==> config.mk <==
export PLATFORM = sky130hd
export DESIGN_NAME = video_capture
export DESIGN_NICKNAME = d
export VERILOG_FILES = /design/src/rtl/video_pkg.sv /design/src/rtl/sync_fifo.sv /design/src/rtl/video_capture.sv
export SDC_FILE = /design/constraint.sdc
export NUM_CORES = 1
export LEC_CHECK = 0
export ABC_AREA = 1
export BUFFER_PORTS_ARGS = -buffer_cell sky130_fd_sc_hd__buf_2
export CAP_MARGIN = 20
export CORE_ASPECT_RATIO = 2
export CORE_MARGIN = 3
export CORE_UTILIZATION = 62
export CTS_BUF_LIST = sky130_fd_sc_hd__clkbuf_16
export DETAILED_ROUTE_END_ITERATION = 10
export PLACE_DENSITY = 0.78
export SLEW_MARGIN = 40
export SYNTH_ARGS = -nofsm -noshare
export SYNTH_HDL_FRONTEND = slang
export SYNTH_SLANG_ARGS = --single-unit
==> constraint.sdc <==
create_clock -name pixel_clk -period 18.54 [get_ports pixel_clk]
set_clock_uncertainty 0.2 [all_clocks]
set_input_delay 0.927 -clock pixel_clk [delete_from_list [all_inputs] [get_ports pixel_clk]]
set_output_delay 0.927 -clock pixel_clk [all_outputs]
set_load 0.05 [all_outputs]
==> src/rtl/video_pkg.sv <==
// rtl/video_pkg.sv - shared types and timing constants for the video capture path
package video_pkg;

    localparam int HDISP_NOM = 800;
    localparam int VDISP_NOM = 480;

    // Blanking geometry shared with the display timing generator
    localparam int HFP    = 40;
    localparam int HPULSE = 48;
    localparam int HBP    = 88;
    localparam int VFP    = 13;
    localparam int VPULSE = 3;
    localparam int VBP    = 32;

    localparam int CAP_ADDR_W = $clog2(HDISP_NOM * VDISP_NOM);

    typedef logic [23:0] pixel_t;

    typedef struct packed {
        logic [CAP_ADDR_W-1:0] addr;
        pixel_t                data;
        logic                  sof;
    } cap_entry_t;

    typedef enum logic {
        HUNT  = 1'b0,
        FRAME = 1'b1
    } cap_state_t;

endpackage

==> src/rtl/sync_fifo.sv <==
// rtl/sync_fifo.sv - single-clock FIFO, push and pop may coincide, asynchronous reset
module sync_fifo #(
    parameter int WIDTH = 8,
    parameter int DEPTH = 8
) (
    input  logic             clk,
    input  logic             rst,
    input  logic             wr_en,
    input  logic [WIDTH-1:0] wr_data,
    output logic             full,
    input  logic             rd_en,
    output logic [WIDTH-1:0] rd_data,
    output logic             empty
);
    localparam int AW = $clog2(DEPTH);

    logic [WIDTH-1:0] mem [DEPTH];
    logic [AW-1:0]    wr_ptr;
    logic [AW-1:0]    rd_ptr;
    logic [AW:0]      count;
    logic             do_wr;
    logic             do_rd;

    assign empty   = (count == '0);
    assign full    = (count == (AW+1)'(DEPTH));
    assign do_rd   = rd_en && !empty;
    // A pop in the same cycle frees the slot the push needs
    assign do_wr   = wr_en && (!full || do_rd);
    assign rd_data = mem[rd_ptr];

    always_ff @(posedge clk or posedge rst) begin
        if (rst) begin
            for (int i = 0; i < DEPTH; i++) begin
                mem[i] <= '0;
            end
            wr_ptr <= '0;
            rd_ptr <= '0;
            count  <= '0;
        end else begin
            if (do_wr) begin
                mem[wr_ptr] <= wr_data;
                wr_ptr      <= wr_ptr + 1'b1;
            end
            if (do_rd) begin
                rd_ptr <= rd_ptr + 1'b1;
            end
            case ({do_wr, do_rd})
                2'b10:   count <= count + 1'b1;
                2'b01:   count <= count - 1'b1;
                default: count <= count;
            endcase
        end
    end

endmodule

==> src/rtl/video_capture.sv <==
// rtl/video_capture.sv - recovers pixel coordinates from sync/blank and streams pixel writes
module video_capture
    import video_pkg::*;
#(
    parameter int HDISP      = 800,
    parameter int VDISP      = 480,
    parameter int FIFO_DEPTH = 8
) (
    input  logic                           pixel_clk,
    input  logic                           pixel_rst,
    input  logic                           vid_hs,
    input  logic                           vid_vs,
    input  logic                           vid_blank,
    input  logic [23:0]                    vid_rgb,
    output logic                           out_valid,
    input  logic                           out_ready,
    output logic [$clog2(HDISP*VDISP)-1:0] out_addr,
    output logic [23:0]                    out_data,
    output logic                           out_sof,
    input  logic                           clr_status,
    output logic [15:0]                    frame_cnt,
    output logic                           ovf_err,
    output logic                           line_err,
    output logic                           frame_err
);
    localparam int ADDR_W = $clog2(HDISP * VDISP);
    localparam int XW     = $clog2(HDISP + 1);
    localparam int YW     = $clog2(VDISP + 1);
    localparam int RW     = $clog2(HDISP + 2);

    localparam logic [XW-1:0]   X_MAX     = XW'(HDISP);
    localparam logic [YW-1:0]   Y_MAX     = YW'(VDISP);
    localparam logic [RW-1:0]   RUN_FULL  = RW'(HDISP);
    localparam logic [RW-1:0]   RUN_SAT   = RW'(HDISP + 1);
    localparam logic [ADDR_W:0] LINE_STEP = (ADDR_W+1)'(HDISP);

    logic       hs_s0;
    logic       vs_s0;
    logic       blank_s0;
    pixel_t     rgb_s0;
    logic       vs_prev;
    logic       blank_prev;

    cap_state_t      state;
    logic [XW-1:0]   x;
    logic [YW-1:0]   y;
    logic [RW-1:0]   run_len;
    logic [ADDR_W:0] line_base;

    logic            vs_edge;
    logic            run_end;
    logic            in_frame;
    logic [XW-1:0]   cur_x;
    logic [YW-1:0]   cur_y;
    logic [ADDR_W:0] cur_base;
    logic [ADDR_W:0] cur_addr;
    logic            push;
    logic            pop;
    logic            fifo_full;
    logic            fifo_empty;
    logic            ovf_set;
    logic            line_set;
    logic            frame_set;
    cap_entry_t      wr_entry;
    cap_entry_t      rd_entry;

    always_ff @(posedge pixel_clk or posedge pixel_rst) begin
        if (pixel_rst) begin
            hs_s0      <= 1'b1;
            vs_s0      <= 1'b1;
            blank_s0   <= 1'b0;
            rgb_s0     <= '0;
            vs_prev    <= 1'b1;
            blank_prev <= 1'b0;
        end else begin
            hs_s0      <= vid_hs;
            vs_s0      <= vid_vs;
            blank_s0   <= vid_blank;
            rgb_s0     <= vid_rgb;
            vs_prev    <= vs_s0;
            blank_prev <= blank_s0;
        end
    end

    assign vs_edge  = vs_prev & ~vs_s0;
    assign run_end  = blank_prev & ~blank_s0;
    // A VS edge restarts the coordinates before the same-cycle pixel is placed
    assign in_frame = (state == FRAME) || vs_edge;
    assign cur_x    = vs_edge ? '0 : x;
    assign cur_y    = vs_edge ? '0 : y;
    assign cur_base = vs_edge ? '0 : line_base;
    assign cur_addr = cur_base + (ADDR_W+1)'(cur_x);

    assign push      = in_frame && blank_s0 && (cur_x < X_MAX) && (cur_y < Y_MAX);
    assign pop       = out_valid && out_ready;
    assign ovf_set   = push && fifo_full && !pop;
    assign line_set  = (state == FRAME) && run_end && (run_len != RUN_FULL);
    assign frame_set = (state == FRAME) && vs_edge && (y != Y_MAX);

    always_comb begin
        wr_entry      = '0;
        wr_entry.addr = CAP_ADDR_W'(cur_addr[ADDR_W-1:0]);
        wr_entry.data = rgb_s0;
        wr_entry.sof  = (cur_addr == '0);
    end

    always_ff @(posedge pixel_clk or posedge pixel_rst) begin
        if (pixel_rst) begin
            state     <= HUNT;
            x         <= '0;
            y         <= '0;
            run_len   <= '0;
            line_base <= '0;
            frame_cnt <= '0;
        end else begin
            if (vs_edge) begin
                state <= FRAME;
                if ((state == FRAME) && (y == Y_MAX)) begin
                    frame_cnt <= frame_cnt + 16'd1;
                end
            end
            if (in_frame) begin
                if (blank_s0) begin
                    x         <= (cur_x < X_MAX) ? cur_x + 1'b1 : cur_x;
                    run_len   <= vs_edge ? RW'(1) :
                                 ((run_len < RUN_SAT) ? run_len + 1'b1 : run_len);
                    y         <= cur_y;
                    line_base <= cur_base;
                end else begin
                    x       <= '0;
                    run_len <= '0;
                    if (run_end && !vs_edge && (y < Y_MAX)) begin
                        y         <= y + 1'b1;
                        line_base <= line_base + LINE_STEP;
                    end else begin
                        y         <= cur_y;
                        line_base <= cur_base;
                    end
                end
            end
        end
    end

    always_ff @(posedge pixel_clk or posedge pixel_rst) begin
        if (pixel_rst) begin
            ovf_err   <= 1'b0;
            line_err  <= 1'b0;
            frame_err <= 1'b0;
        end else begin
            ovf_err   <= ovf_set   | (ovf_err   & ~clr_status);
            line_err  <= line_set  | (line_err  & ~clr_status);
            frame_err <= frame_set | (frame_err & ~clr_status);
        end
    end

    sync_fifo #(
        .WIDTH ($bits(cap_entry_t)),
        .DEPTH (FIFO_DEPTH)
    ) u_fifo (
        .clk     (pixel_clk),
        .rst     (pixel_rst),
        .wr_en   (push),
        .wr_data (wr_entry),
        .full    (fifo_full),
        .rd_en   (pop),
        .rd_data (rd_entry),
        .empty   (fifo_empty)
    );

    assign out_valid = ~fifo_empty;
    assign out_addr  = rd_entry.addr[ADDR_W-1:0];
    assign out_data  = rd_entry.data;
    assign out_sof   = rd_entry.sof;

    // HS is sampled for later use only
    logic unused_ok;
    assign unused_ok = &{1'b0, hs_s0, rd_entry.addr};

endmodule
==> results.json <==
{
  "status": "finished clean",
  "diodes": 0,
  "crit_required_ps": 17410,
  "ys.flop_type": "dfrtp_1",
  "hp-class": "flip-flop to flip-flop",
  "cts_setup_buffers": 0,
  "yosysMostFrequentCell": "nand2_1",
  "leakage_uw": 0.0116,
  "pin_count": 95,
  "totalWireLength_um": 56000,
  "preCtsSetupSlack_ps": 14280,
  "clock_path_buffers": 3,
  "seqPwrFrac": 0.371,
  "p_sw_frac": 0.440,
  "synth_enable_flop_cells": 0,
  "rsz0062_at_grt": "false",
  "end_kind": "output port",
  "place_congestion": 0.899,
  "drv_slew": 0,
  "synth_area_leaders": "dfrtp_1, nand2_1, o21ai_0",
  "routed_via_density": 5.81,
  "synthCells": 2741,
  "hold_buffers": 0,
  "postRouteAntennaNets": 0,
  "synth.distinct_cells": 51,
  "cellPowerDensity_mw_per_mm2": 168,
  "reg2reg_from": "vs_prev",
  "first_global_vias": 18100,
  "hpwl_um": 32900,
  "h-tree-depth": 2,
  "cts_buffers": 42,
  "nNetsFinal": 2782,
  "cap_violations": 0,
  "yosysSeqAreaShare": 0.524,
  "fin_crit_sh": 0.264,
  "final_cell_area_mm2": 0.0238,
  "period_needed_ps": 4890,
  "cp_max_fo": 110,
  "grt_pass1_wl_um": 90500,
  "grt_max_degree": 132,
  "wire_per_inst_um": 17.5,
  "io_buffers": 93,
  "crit_path_start_kind": "flip-flop",
  "max_freq_mhz": 205,
  "track_usage": 0.291,
  "synth_nets": 2794,
  "min-delay-start": "blank_s0",
  "cts_resized": 0,
  "drt_iter0_drc": 1636,
  "synth_common_cells": "nand2_1, dfrtp_1, o21ai_0",
  "clk_pin_slew_ps": 70,
  "coreArea_mm2": 0.0346,
  "power_frac_comb": 0.406,
  "ys_ff_latch": 459,
  "yosysTopAreaCell": "dfrtp_1",
  "drt_pre_antenna_iters": 6,
  "cts_sinks": 459,
  "fin_tns_setup_ps": 0,
  "yosys_warnings": 0,
  "rows": 96,
  "startpoint": "u_fifo.rd_ptr[0]",
  "start_util": 0.633,
  "num_vias": 18600,
  "grt_overflow_total": 0,
  "die_w_um": 139,
  "avgSynthCellArea_um2": 7.99,
  "setup_viol": 0,
  "p_switching_uw": 1750,
  "ir_drop_mv": 0.140,
  "dieArea_mm2": 0.0378,
  "fp.dieH_um": 272,
  "remaining_drc_errors": 0,
  "power.clock.fraction": 0.223,
  "p_int_uw": 2240,
  "slew_headroom": 0.393,
  "worstSetupPathType": "flip-flop to output port",
  "drive_gt1_frac": 0.0796,
  "synthToLayoutAreaGrowth_pct": 8.51,
  "cts_root_buffer": "clkbuf_16",
  "synth_top_area_share": 0.522,
  "cp.arrival_ps": 3760,
  "synth_area_mm2": 0.0219,
  "cts_tree": "built",
  "tightest_slew_ps": 911,
  "async_flop_share": 1.00,
  "hold_violations": 0,
  "setup_ws_ps": 13650,
  "clkLatencyLatePin_ps": 550,
  "antenna_found_initial": 1,
  "dpl-instance-area_mm2": 0.0224
}
## cell usage in the layout, fill, tap and decap left out, types with 3 or more instances in the layout
cell type and count:
buf_6 4, nand4_1 13, o21a_1 3, nor2_2 6, inv_4 4, bufinv_16 5
inv_1 241, nand2_2 6, o211ai_1 3, xor2_1 19, nor3_1 19, o22ai_1 20
ha_1 21, nand2_1 811, dfrtp_1 455, clkinv_2 6, nor2_8 3, clkinv_1 11
buf_4 17, o31ai_1 3, nor2_4 4, o21ai_1 31, clkbuf_16 45, nor2_1 196
inv_2 6, nand3_1 65, a21oi_1 128, nor3b_1 4, nor4_1 3, xnor2_1 10
a31oi_1 50, o21ai_0 422, buf_2 93
## through the flow
step	hold slack (ps)	cells	util	power, uW
floorplan	154	2741	-	2670
global placement	161	3125	0.645	3030
detailed placement	176	3126	0.646	3090
CTS	198	3204	0.687	3990
global route	203	3204	0.687	4230
finish	191	3204	0.687	3990
## critical path, stage by stage (launching register included)
cell and delay [ps]:
dfrtp_4 750, inv_6 640, buf_6 680, nor2_1 70
o21ai_0 210, a21oi_1 60, a31oi_1 350, buf_2 340
## kinds of logic (layout without fill, tap and decap cells)
kind of cell    count (synthesis)  count (layout)  share of synthesized area
flops                         459             459                      0.524
compound gates                673             673                      0.161
buf+inv                       419             441                     0.0802
simple gates                 1137            1137                      0.209
xor+xnor                       30              30                     0.0120
fa+ha+maj                      22              22                     0.0129
mux                             1               1                   0.000457
## power groups by stage
| stage | clock network [uW] | logic [uW] | registers (uW) |
|---|---|---|---|
| global route | 943 | 1780 | 1510 |
| finish | 892 | 1620 | 1480 |
| detailed placement | 0 | 1600 | 1490 |
| global placement | 0 | 1550 | 1470 |
| CTS | 903 | 1610 | 1470 |
| floorplan | 0 | 1250 | 1430 |
## cell type report
| cell class | count | area [um^2] |
|---|---|---|
| Fill cell | 2813 | 10800 |
| Sequential cell | 459 | 11500 |
| Multi-Input combinational cell | 1863 | 8680 |
| Inverter | 247 | 960 |
| Clock buffer | 45 | 1130 |
| Clock inverter | 33 | 280 |
| Tap cell | 441 | 552 |
| Timing Repair Buffer | 116 | 686 |
## worst paths after layout
path,end,depth (start not counted),slack (ps)
worst max-delay path,out_addr[1],7,13650
worst min-delay path,blank_prev,0,190
worst max register to register,u_fifo.mem[253],16,14240
worst min register to register,blank_prev,0,190
max in group asynchronous,rgb_s0[16],5,15720
min in group asynchronous,u_fifo.count[0],2,300
## routing by layer
layer  part of all wire  track usage  up-vias  wire [um]
met5            0.00023            0        -         13
met4              0.043        0.130        2       2410
met3              0.060       0.0327      166       3360
met2               0.52        0.522      719      29000
met1               0.38        0.352     8927      21200
li1                   -            -     8791          -
## state kept, by name (all words and copies together) (netlist names), 3 cells and up
signal         flops
x                 10
u_fifo.wr_ptr      3
rgb_s0            24
u_fifo.count       4
run_len           10
line_base         20
u_fifo.mem       352
frame_cnt         16
u_fifo.rd_ptr      3
y                  9
Power figures use the tool's default switching activity.
